<file path="src/rtl/stream_strip_to_xy.sv">
// Strips dummy column/row samples from an extended pixel stream and tags each
// real pixel with its (x,y) coordinate; optional per-frame warm-up skip.
module stream_strip_to_xy #(
    parameter int unsigned WIDTH       = 430,
    parameter int unsigned HEIGHT      = 554,
    parameter int unsigned SKIP        = 0,
    parameter logic [7:0]  DUMMY       = 8'h00,
    parameter bit          CHECK_DUMMY = 1'b0
) (
    input  logic        clk,
    input  logic        rst_n,
    input  logic        in_valid,
    input  logic [7:0]  in_pixel,
    output logic        out_valid,
    output logic [7:0]  out_pixel,
    output logic [31:0] out_x,
    output logic [31:0] out_y,
    output logic        out_last,
    output logic        done,
    output logic        dummy_err
);

    localparam int unsigned CNT_W  = 32;
    localparam int unsigned LINE_W = WIDTH + 1;

    typedef enum logic {S_SKIP, S_PASS} state_t;

    localparam state_t FRAME_START = (SKIP > 0) ? S_SKIP : S_PASS;

    state_t            state_q, state_d;
    logic [CNT_W-1:0]  col_q, col_d;
    logic [CNT_W-1:0]  row_q, row_d;
    logic [CNT_W-1:0]  skip_cnt_q, skip_cnt_d;
    logic              out_valid_q, out_valid_d;
    logic [7:0]        out_pixel_q, out_pixel_d;
    logic [CNT_W-1:0]  out_x_q, out_x_d;
    logic [CNT_W-1:0]  out_y_q, out_y_d;
    logic              out_last_q, out_last_d;
    logic              done_q, done_d;
    logic              dummy_err_q, dummy_err_d;

    logic [CNT_W-1:0]  skip_nxt;
    logic              is_real;
    logic              end_of_line;

    assign skip_nxt    = skip_cnt_q + CNT_W'(1);
    assign is_real     = (col_q < CNT_W'(WIDTH)) && (row_q < CNT_W'(HEIGHT));
    assign end_of_line = (col_q == CNT_W'(LINE_W - 1));

    // Next-state, counter advance and registered output values.
    always_comb begin
        state_d     = state_q;
        col_d       = col_q;
        row_d       = row_q;
        skip_cnt_d  = skip_cnt_q;
        out_valid_d = 1'b0;
        out_pixel_d = out_pixel_q;
        out_x_d     = out_x_q;
        out_y_d     = out_y_q;
        out_last_d  = 1'b0;
        done_d      = 1'b0;
        dummy_err_d = 1'b0;

        if (in_valid) begin
            if (state_q == S_SKIP) begin
                // The sample that completes the skip is itself discarded.
                if (skip_nxt == CNT_W'(SKIP)) begin
                    state_d    = S_PASS;
                    col_d      = '0;
                    row_d      = '0;
                    skip_cnt_d = '0;
                end else begin
                    skip_cnt_d = skip_nxt;
                end
            end else begin
                if (is_real) begin
                    out_valid_d = 1'b1;
                    out_pixel_d = in_pixel;
                    out_x_d     = col_q;
                    out_y_d     = row_q;
                    out_last_d  = (col_q == CNT_W'(WIDTH - 1)) &&
                                  (row_q == CNT_W'(HEIGHT - 1));
                end else begin
                    dummy_err_d = CHECK_DUMMY && (in_pixel != DUMMY);
                end

                if (end_of_line) begin
                    col_d = '0;
                    if (row_q == CNT_W'(HEIGHT)) begin
                        row_d   = '0;
                        done_d  = 1'b1;
                        state_d = FRAME_START;
                    end else begin
                        row_d = row_q + CNT_W'(1);
                    end
                end else begin
                    col_d = col_q + CNT_W'(1);
                end
            end
        end
    end

    always_ff @(posedge clk or negedge rst_n) begin
        if (!rst_n) begin
            state_q     <= FRAME_START;
            col_q       <= '0;
            row_q       <= '0;
            skip_cnt_q  <= '0;
            out_valid_q <= 1'b0;
            out_pixel_q <= DUMMY;
            out_x_q     <= '0;
            out_y_q     <= '0;
            out_last_q  <= 1'b0;
            done_q      <= 1'b0;
            dummy_err_q <= 1'b0;
        end else begin
            state_q     <= state_d;
            col_q       <= col_d;
            row_q       <= row_d;
            skip_cnt_q  <= skip_cnt_d;
            out_valid_q <= out_valid_d;
            out_pixel_q <= out_pixel_d;
            out_x_q     <= out_x_d;
            out_y_q     <= out_y_d;
            out_last_q  <= out_last_d;
            done_q      <= done_d;
            dummy_err_q <= dummy_err_d;
        end
    end

    assign out_valid = out_valid_q;
    assign out_pixel = out_pixel_q;
    assign out_x     = out_x_q;
    assign out_y     = out_y_q;
    assign out_last  = out_last_q;
    assign done      = done_q;
    assign dummy_err = dummy_err_q;

endmodule

</file>
<file path="config.mk">
export PLATFORM = sky130hd
export DESIGN_NAME = stream_strip_to_xy
export DESIGN_NICKNAME = d
export VERILOG_FILES = /design/src/rtl/stream_strip_to_xy.sv
export SDC_FILE = /design/constraint.sdc
export NUM_CORES = 1
export LEC_CHECK = 0
export ABC_AREA = 1
export BUFFER_PORTS_ARGS = -buffer_cell sky130_fd_sc_hd__buf_2
export CORE_ASPECT_RATIO = 0.7
export CORE_MARGIN = 5
export CORE_UTILIZATION = 32
export DETAILED_ROUTE_END_ITERATION = 10
export PLACE_DENSITY = 0.5
export SETUP_SLACK_MARGIN = 0.5
export SLEW_MARGIN = 0
export SYNTH_ARGS = -nofsm -noshare
export SYNTH_HDL_FRONTEND = slang
export SYNTH_SLANG_ARGS = --single-unit
</file>
<file path="constraint.sdc">
create_clock -name clk -period 2.6 [get_ports clk]
set_input_delay 0.26 -clock clk [delete_from_list [all_inputs] [get_ports clk]]
set_output_delay 0.26 -clock clk [all_outputs]
set_load 0.01 [all_outputs]
</file>
==> results of run 1 <==
==> cell families (layout without fill, tap and decap cells) <==
| kind of cell | after synthesis | after routing | share of synthesized area [%] |
|---|---|---|---|
| AND/OR/NAND/NOR | 759 | 760 | 35.04 |
| XOR/XNOR | 31 | 31 | 2.946 |
| buffers and inverters | 183 | 321 | 8.092 |
| adder cells (fa/ha/maj) | 7 | 7 | 0.9504 |
| AO/OA/AOI/OAI | 108 | 108 | 6.205 |
| other | 1 | 1 | 0.04069 |
| flip-flops | 172 | 172 | 46.72 |
==> timing repair <==
item,CTS,global route
setup buffers,14,6
endpoints found under the setup margin,140,140
pin swaps,14,27
endpoints found under the hold margin,70,0
hold buffers,9,0
cloned,2,0
resized for setup,33,76
==> report_power, final <==
part	internal [W]	total (W)	switching, W
Combinational	0.000282	0.000795	0.000513
Sequential	0.00284	0.00298	0.000138
Clock	0.00149	0.00272	0.00123
Total	0.00461	0.00649	0.00188
==> sequential cells by signal, indices dropped and copies added (netlist names) <==
signal      flops
out_last        1
out_y          32
row_q          32
skip_cnt_q     32
out_pixel       8
state_q         1
out_valid       1
out_x          32
done            1
col_q          32
==> synth_stat cells (3+ instances only) <==
library cell  instances  area, sq um
nand3_1              81        405.4
ha_1                  7        87.58
nand4_1              21        131.4
o21ai_0              66        330.3
buf_1                 9        33.78
nor2_2               10        62.56
nand2_2               4        25.02
nor2_1              146        548.0
or2_2                 3        18.77
nand2_4               4        45.04
nand2_1             431         1618
nor4_1                9        56.30
nor2_4                3        33.78
buf_6                 5        56.30
clkbuf_1             17        63.81
xnor2_1              11        96.34
a21oi_1               8        40.04
buf_4                 5        37.54
xor2_1               20        175.2
nor3_1               31        155.2
dfrtp_1             171         4279
o21ai_1              22        110.1
nand3b_1              5        37.54
inv_1               143        536.8
nor3b_1               5        37.54
==> worst reg2reg max path: cells and delay by family, from the launching register on <==
family	cells	cell delay, ns
adders and majority gates	1	0.17
buffers and inverters	2	0.22
DFF	1	0.40
and+or+nand+nor	13	1.55
==> final cells by class <==
class	count	share of cell area, %
clock inverters	13	1.483
well taps	378	4.123
flip-flops and latches	172	37.64
multi-input cells	907	39.21
inverters	145	4.766
repair buffers	144	8.921
clock buffers	19	3.861
==> worst max-delay path by stage <==
stage / to / startpoint / cells past startpoint / slack [ns]
floorplan: row_q[10] / skip_cnt_q[1] / 17 / 0.51
global placement: row_q[1] / skip_cnt_q[1] / 14 / 0.08
detailed placement: row_q[7] / skip_cnt_q[1] / 14 / -0.04
CTS: col_q[29] / skip_cnt_q[1] / 16 / 0.19
global route: row_q[0] / skip_cnt_q[1] / 17 / 0.002
finish: row_q[0] / skip_cnt_q[1] / 16 / 0.17
==> stage by stage <==
| step | TNS (ns) | hold WS (ns) | cells | util, % |
|---|---|---|---|---|
| floorplan | 0 | -0.03559 | 1261 | - |
| global placement | 0 | 0.3079 | 1715 | 35.66 |
| detailed placement | -0.3039 | 0.3170 | 1715 | 35.66 |
| CTS | 0 | 0.1012 | 1772 | 39.06 |
| global route | 0 | 0.1378 | 1778 | 40.07 |
| finish | 0 | 0.1512 | 1778 | 40.07 |
==> layer usage <==
metal / global-route usage, % / vias up
li1: - / 4233
met1: 24.73 / 3842
met2: 23.48 / 162
met3: 3.627 / 21
met4: 4.234 / 0
met5: 0 / -
==> results.md, run 1 <==
* Required @ worst endpoint at 2.94 ns
* Min cycle time layout at 2.429 ns
* Filler Cell Count at 2936
* Metal2 WL at 11.00 mm
* Crit path arrival time at 2.77 ns
* WL met1 at 13.36 mm
* Number of global-route vias before repair at 7806
* Crit-path cells: ha_4 -> buf_6 -> nand3_4 -> nor2_4 -> nand2_2 -> nor2_1 -> nor2_1 -> nor2_1 -> nand3_2 -> nor2_4 -> nand3_4 -> nand2_4 -> buf_6 -> nand3_4 -> nand2_2 -> nand2_1
* Slowest cell on the critical path: dfrtp_1
* Worst setup EP type: flop
* 1st-iter DRT viols at 658
* Die height at 152.0 microns
* Layout Cell Area excl Fill at 0.01147 sq mm
* Fin. max-slew vios at 0
* Clock transition at path regs at 0.07 ns
* Outcome: complete, no violations
* Multi-input logic area at 0.004498 sq mm
* FF-to-FF End: row_q[0]
* Peak supply drop at 435.0 uV
* Antenna violations before repair at 0
* Via count at 8258
* DP Area at 0.01021 sq mm
* Crit-path max FO at 7
* First-pass GRT wire length at 42.34 mm
* Reg2reg path depth at 16
* Core area at 0.02863 sq mm
* Layout cells sized above 1 at 19.64%
* # IOs at 87
* RSZ-0062 raised after global routing: true
* P_leak at 5.801 nW
* Place WS at -0.03577 ns
* Clk sink count at 172
* Die Area at 0.03235 sq mm
* Worst hold path endpoint: done
* Htree depth at 4
* Die Wd at 212.8 microns
* Worst relative slew slack at 52.12%
* R2r setup slk at 0.17 ns
* NumNets Final at 1405
* Fin crit share at 93.42%
* Overall power at 0.006487 W
* Syn_nets at 1279
* Synth Instances at 1261
* GRT overflow at 0
* IO Port Bufs at 85
* Area delta synth->final at 24.49%
* Sequential Area at 0.004318 sq mm
* Post-DR wirelength/cell at 14.55 microns
* Max stage delay on crit path at 0.40 ns
* Worst reg2reg startpoint: skip_cnt_q[1]
* Largest net degree at the start of global routing at 65
* Yosys cell types at 42
* CTS max path bufs at 2
* CTS tree: built
* Worst-Margin Slew at 0.7174 ns
* Final ANT Viol Nets at 0
* Clock root buffer: clkbuf_16
* Rows at 52
* Ant diodes at 0
* PnR worst setup slack at 0.1710 ns
* Synth Register Bits at 172
* Initial Utilization at 32.19%
* Fmax at 411.7 MHz
* Skew final at 0.01270 ns
* Final Wtd Congestion at 0.8443
* Remaining routing DRC violations at 0
* Predominant post-synthesis flop cell: dfrtp_1
* Total CTS buffers at 17
* Total wire length at 25.87 mm
* Max_cap viols at 0
* Hold crit path type: in2reg
* Cell Area, Synth at 0.009215 sq mm
* Delay-heaviest family, CP: simple AND/OR/NAND/NOR gates
* Vias per cell at 4.645
* Worst Path Buf+Inv at 2
* Register area share after synthesis at 46.72%
* Final hold vios at 0
* Post-synth ARST share at 100.0%
* Hold depth at 3
* All-layer global routing usage at 16.32%
* Critical Path Start Type: flop
* PwrDens at 565.4 mW/mm^2
* Avg Synthesized Cell Area at 7.308 sq um
* # setup viols final at 0
* Insertion delay to the later sink of the worst-skew pair at 0.45 ns
* Commonest cells after routing, fill and taps aside: 409 x nand2_1, 161 x dfrtp_1, 140 x inv_1
* Leading cell type in the layout, fill and taps excluded: nand2_1
* Met3 wire length at 1.206 mm
* Drt first pass iters at 5
* Start point of the worst hold path: in_valid
* WS Path Type: reg2reg
* Detailed placer's ending HPWL at 18.36 mm
* Highest Signal Layer: met4
* Synth Warn # at 0
* EDFF count, synth at 0
Note: power is estimated with default switching activity, not from simulation.
==> run 2, diff against run 1 <==
Settings changed: PLACE_DENSITY 0.5 to 0.46.
==> results.md, run 2 (same netlist as run 1, synthesis figures left out) <==
* Largest net degree at the start of global routing at 77 (was 65)
* Worst-Margin Slew at 0.7449 ns (was 0.7174 ns)
* Fin crit share at 92.39% (was 93.42%)
* Htree depth at 4 (unchanged)
* Required @ worst endpoint at 2.91 ns (was 2.94 ns)
* GRT overflow at 0 (unchanged)
* Leading cell type in the layout, fill and taps excluded: nand2_1 (unchanged)
* Die Wd at 212.8 microns (unchanged)
* Die Area at 0.03235 sq mm (unchanged)
* Core area at 0.02863 sq mm (unchanged)
* # IOs at 87 (unchanged)
* Fin. max-slew vios at 0 (unchanged)
* NumNets Final at 1428 (was 1405)
* Final ANT Viol Nets at 0 (unchanged)
* Post-DR wirelength/cell at 15.16 microns (was 14.55 microns)
* IO Port Bufs at 85 (unchanged)
* Commonest cells after routing, fill and taps aside: 347 x nand2_1, 150 x dfrtp_1, 139 x inv_1 (was 409 x nand2_1, 161 x dfrtp_1, 140 x inv_1)
* Final hold vios at 0 (unchanged)
* Vias per cell at 4.703 (was 4.645)
* Total CTS buffers at 17 (unchanged)
* Drt first pass iters at 5 (unchanged)
* # setup viols final at 0 (unchanged)
* Clk sink count at 172 (unchanged)
* All-layer global routing usage at 16.92% (was 16.32%)
* Worst setup EP type: flop (unchanged)
* Detailed placer's ending HPWL at 18.65 mm (was 18.36 mm)
* First-pass GRT wire length at 44.51 mm (was 42.34 mm)
* Clock root buffer: clkbuf_16 (unchanged)
* CTS max path bufs at 2 (unchanged)
* Setup_tns at 0 ns (unchanged)
* P_leak at 6.225 nW (was 5.801 nW)
* Outcome: complete, no violations (unchanged)
* Peak supply drop at 391.1 uV (was 435.0 uV)
* Fmax at 416.3 MHz (was 411.7 MHz)
* Antenna violations before repair at 0 (unchanged)
* Worst relative slew slack at 50.34% (was 52.12%)
* Area delta synth->final at 33.24% (was 24.49%)
* CTS tree: built (unchanged)
* Total wire length at 27.31 mm (was 25.87 mm)
* WS Path Type: reg2reg (unchanged)
* Fin Hold WS at 0.01735 ns (was 0.1512 ns)
* Min cycle time layout at 2.402 ns (was 2.429 ns)
* Skew final at 0.01157 ns (was 0.01270 ns)
* Remaining routing DRC violations at 0 (unchanged)
* Via count at 8470 (was 8258)
* Final Wtd Congestion at 0.8759 (was 0.8443)
* 1st-iter DRT viols at 669 (was 658)
* Number of global-route vias before repair at 8080 (was 7806)
* Hold crit path type: in2reg (unchanged)
* Layout cells sized above 1 at 28.46% (was 19.64%)
* Rows at 52 (unchanged)
* Max_cap viols at 0 (unchanged)
* PwrDens at 530.4 mW/mm^2 (was 565.4 mW/mm^2)
* RSZ-0062 raised after global routing: true (unchanged)
* Ant diodes at 0 (unchanged)
* Critical Path Start Type: flop (unchanged)
* Crit-path max FO at 8 (was 7)
* Clock transition at path regs at 0.07 ns (about the same)
* Crit path arrival time at 2.71 ns (was 2.77 ns)
* Die height at 152.0 microns (unchanged)
* Insertion delay to the later sink of the worst-skew pair at 0.44 ns (was 0.45 ns)
* Initial Utilization at 32.19% (unchanged)
[run 2: stage by stage]
step                cell area, sq um  instances  setup WS [ns]  util [%]  total power, W
global placement               10290       1722         0.1168     35.93        0.003777
global route                   12280       1801        0.01987     42.89        0.006839
floorplan                       9220       1261         0.5092         -        0.003416
detailed placement             10290       1722        0.08256     35.93        0.003776
CTS                            11690       1780         0.2369     40.85        0.006510
finish                         12280       1801         0.1979     42.89        0.006512
[run 2: metal layers]
metal,track usage (%),share of wire [%]
met5,0,0
met4,3.472,1.0
met1,26.62,52
met2,24.39,43
met3,2.782,3.8
[run 2: worst paths after layout]
kind,startpoint,end,slack (ns),cells past startpoint
max in group asynchronous,rst_n,skip_cnt_q[30],1.44,3
min in group asynchronous,rst_n,skip_cnt_q[5],0.39,2
setup reg to reg,skip_cnt_q[1],col_q[8],0.20,16
hold reg to reg,out_x[30],out_x[30],0.46,2
setup / recovery,skip_cnt_q[1],col_q[8],0.20,16
hold / removal,in_pixel[5],out_pixel[5],0.02,3
[run 2: layout make-up]
| type | instances | area (sq um) |
|---|---|---|
| inverters | 145 | 544.3 |
| fillers | 2943 | 16350 |
| multi-input cells | 908 | 4987 |
| flip-flops and latches | 172 | 4332 |
| repair buffers | 166 | 1351 |
| clock buffers | 21 | 470.5 |
| well taps | 378 | 473.0 |
| clock inverters | 11 | 120.1 |
[run 2: timing repair]
action                                  CTS  global route
pin swaps                                24            14
hold buffers                              1             0
cloned                                    7             3
hold endpoints to repair                 72             0
endpoints found under the setup margin  118           136
setup buffers                            18            18
resized for setup                       126           119
[run 2: report_power, final]
group | internal (W) | switching (W) | total (W)
clock network | 0.00143 | 0.00118 | 0.00260
registers | 0.00284 | 0.000142 | 0.00298
logic | 0.000364 | 0.000563 | 0.000927
total | 0.00463 | 0.00188 | 0.00651
[run 2: critical path: stages, from the launching register on]
cell       delay (ns)
dfrtp_2          0.43
ha_4             0.19
nand2_4          0.06
nor2_4           0.11
buf_6            0.12
nand3_4          0.07
nand2_1          0.06
nand2_1          0.07
nor2_1           0.17
nand3_2          0.13
nor2_4           0.17
nand3_4          0.11
nand2_4          0.11
nand2_8          0.13
clkbuf_16        0.23
nand2_2          0.05
o21ai_1          0.05
==> run 3, diff against run 2 <==
Settings changed: PLACE_DENSITY 0.46 to not set.
==> results.md, run 3 (same netlist as run 1, synthesis figures left out) <==
* Final ANT Viol Nets at 0 (unchanged)
* PwrDens at 521.0 mW/mm^2 (was 530.4 mW/mm^2)
* CP most frequent cell: nand2_1
* Clock transition at path regs at 0.07 ns (about the same)
* Crit-path cells: buf_6 -> nand2_4 -> nor2_4 -> nand2_4 -> nor2_4 -> nand2_1 -> nand2_1 -> nand2_1 -> nor2_2 -> nand2_1 -> nor2_4 -> nand4_4 -> nand2_8 -> buf_12 -> buf_16 -> nand3_2 -> nand2_1 (was ha_4 -> nand2_4 -> nor2_4 -> buf_6 -> nand3_4 -> nand2_1 -> nand2_1 -> nor2_1 -> nand3_2 -> nor2_4 -> nand3_4 -> nand2_4 -> nand2_8 -> clkbuf_16 -> nand2_2 -> o21ai_1)
* Clock root buffer: clkbuf_16 (unchanged)
* Antenna violations before repair at 0 (unchanged)
* Switching portion of total power at 30.45% (was 28.90%)
* WS Path Type: reg2reg (unchanged)
* RSZ-0062 raised after global routing: true (unchanged)
* Clk sink count at 172 (unchanged)
* Filler Cell Count at 2822 (was 2943)
* CTS tree: built (unchanged)
* Critical Path Start Type: flop (unchanged)
* Via count at 8862 (was 8470)
* Layout Cell Area excl Fill at 0.01222 sq mm (was 0.01228 sq mm)
* Worst Path Buf+Inv at 3 (was 2)
* Slowest cell on the critical path: dfrtp_1 (was dfrtp_2)
* Commonest cells after routing, fill and taps aside: 367 x nand2_1, 150 x dfrtp_1, 138 x inv_1 (was 347 x nand2_1, 150 x dfrtp_1, 139 x inv_1)
* Total CTS buffers at 17 (unchanged)
* Total wire length at 27.66 mm (was 27.31 mm)
* Skew final at 0.01623 ns (was 0.01157 ns)
* Clk pwr share at 38.3% (was 40.0%)
* All-layer global routing usage at 16.37% (was 16.92%)
* # IOs at 87 (unchanged)
* Setup_tns at 0 ns (unchanged)
* # setup viols final at 0 (unchanged)
* IO Port Bufs at 85 (unchanged)
* Fmax at 403.4 MHz (was 416.3 MHz)
* Largest net degree at the start of global routing at 82 (was 77)
* Htree depth at 4 (unchanged)
* Peak supply drop at 355.1 uV (was 391.1 uV)
* 1st-iter DRT viols at 824 (was 669)
* Final Wtd Congestion at 0.8972 (was 0.8759)
* NumNets Final at 1443 (was 1428)
* Final hold vios at 0 (unchanged)
* Delay-heaviest family, CP: simple AND/OR/NAND/NOR gates (unchanged)
* Fin crit share at 95.35% (was 92.39%)
* R2r setup slk at 0.12 ns (was 0.20 ns)
* P_leak at 6.203 nW (was 6.225 nW)
* Area delta synth->final at 32.59% (was 33.24%)
* Drt first pass iters at 6 (was 5)
* Initial Utilization at 32.19% (unchanged)
* Leading cell type in the layout, fill and taps excluded: nand2_1 (unchanged)
* Crit path arrival time at 2.85 ns (was 2.71 ns)
* First-pass GRT wire length at 43.39 mm (was 44.51 mm)
* Die height at 152.0 microns (unchanged)
* Worst relative slew slack at 47.71% (was 50.34%)
* Insertion delay to the later sink of the worst-skew pair at 0.44 ns (about the same)
* Outcome: complete, no violations (unchanged)
* CTS max path bufs at 2 (unchanged)
* Required @ worst endpoint at 2.98 ns (was 2.91 ns)
* Worst-Margin Slew at 0.7843 ns (was 0.7449 ns)
* Crit-path max FO at 6 (was 8)
* Core area at 0.02863 sq mm (unchanged)
* Combinational Power Share at 14.5% (was 14.2%)
* Die Wd at 212.8 microns (unchanged)
* Sequential Power Share at 47.2% (was 45.8%)
* Layout cells sized above 1 at 27.70% (was 28.46%)
* Vias per cell at 4.883 (was 4.703)
* Rows at 52 (unchanged)
* Remaining routing DRC violations at 0 (unchanged)
* Max stage delay on crit path at 0.40 ns (was 0.43 ns)
* Min cycle time layout at 2.479 ns (was 2.402 ns)
* DP Area at 0.01020 sq mm (was 0.01029 sq mm)
* Hold crit path type: in2reg (unchanged)
* Worst setup EP type: flop (unchanged)
* Switch Pwr at 0.001938 W (was 0.001882 W)
* Max_cap viols at 0 (unchanged)
* Ant diodes at 0 (unchanged)
* Number of global-route vias before repair at 8140 (was 8080)
* GRT overflow at 0 (unchanged)
* Detailed placer's ending HPWL at 18.09 mm (was 18.65 mm)
* Pint at 0.004427 W (was 0.004630 W)
* Die Area at 0.03235 sq mm (unchanged)
* Post-DR wirelength/cell at 15.24 microns (was 15.16 microns)
* Fin. max-slew vios at 0 (unchanged)
-- run 3: worst min-delay path, stage by stage --
cell and delay (ns):
buf_2 0.07, nand2_1 0.04, nand2_1 0.05
-- run 3: what timing repair did --
action	CTS	global route
gates cloned	6	3
pin swaps	30	28
buffers inserted	26	33
resized for setup	97	132
endpoints found under the setup margin	141	142
endpoints found under the hold margin	76	0
hold buffers	2	0
-- run 3: path summary, 6_finish.rpt --
path                                    start             end  cells past startpoint
worst max-delay path            skip_cnt_q[1]       row_q[19]                     17
worst min-delay path              in_pixel[2]    out_pixel[2]                      3
worst max register to register  skip_cnt_q[1]       row_q[19]                     17
worst min register to register      out_y[23]       out_y[23]                      2
max in group asynchronous               rst_n  skip_cnt_q[18]                      3
min in group asynchronous               rst_n       col_q[21]                      2
-- run 3: stage by stage --
step / power [W] / util, % / std cells / setup slack [ns] / hold WS (ns)
after floorplan: 0.003416 / - / 1261 / 0.5092 / -0.03559
after detailed placement: 0.003792 / 35.63 / 1714 / 0.04246 / 0.3882
after global routing: 0.006641 / 42.68 / 1815 / 0.001593 / 0.01358
after CTS: 0.006291 / 40.03 / 1779 / 0.2728 / 0.004948
final: 0.006365 / 42.68 / 1815 / 0.1209 / 0.01695
after global placement: 0.003779 / 35.63 / 1714 / 0.03140 / 0.3829
-- run 3: area by class of cell --
cell class / instances / area, sq um / share of cell area (%)
Sequential cell: 172 / 4332 / 35.45
Tap cell: 378 / 473.0 / 3.871
Multi-Input combinational cell: 910 / 4956 / 40.56
Timing Repair Buffer: 179 / 1370 / 11.21
Clock buffer: 18 / 429.2 / 3.513
Inverter: 145 / 544.3 / 4.455
Clock inverter: 13 / 113.9 / 0.9319
-- run 3: power groups by stage --
stage	clock, W	sequential (W)	combinational (W)
2_1_floorplan	0	0.00304	0.000375
3_3_place_gp	0	0.00303	0.000753
3_5_place_dp	0	0.00303	0.000763
4_1_cts	0.00249	0.00298	0.000823
5_1_grt	0.00260	0.00302	0.00102
6_report	0.00244	0.00300	0.000921
-- run 3: metal layers --
| layer | global-route usage, % | part of all wire [%] | vias to the layer above |
|---|---|---|---|
| li1 | - | - | 4326 |
| met1 | 24.98 | 47 | 4164 |
| met2 | 23.18 | 44 | 326 |
| met5 | 0 | 0 | - |
| met3 | 3.792 | 7.5 | 46 |
| met4 | 4.417 | 1.8 | 0 |
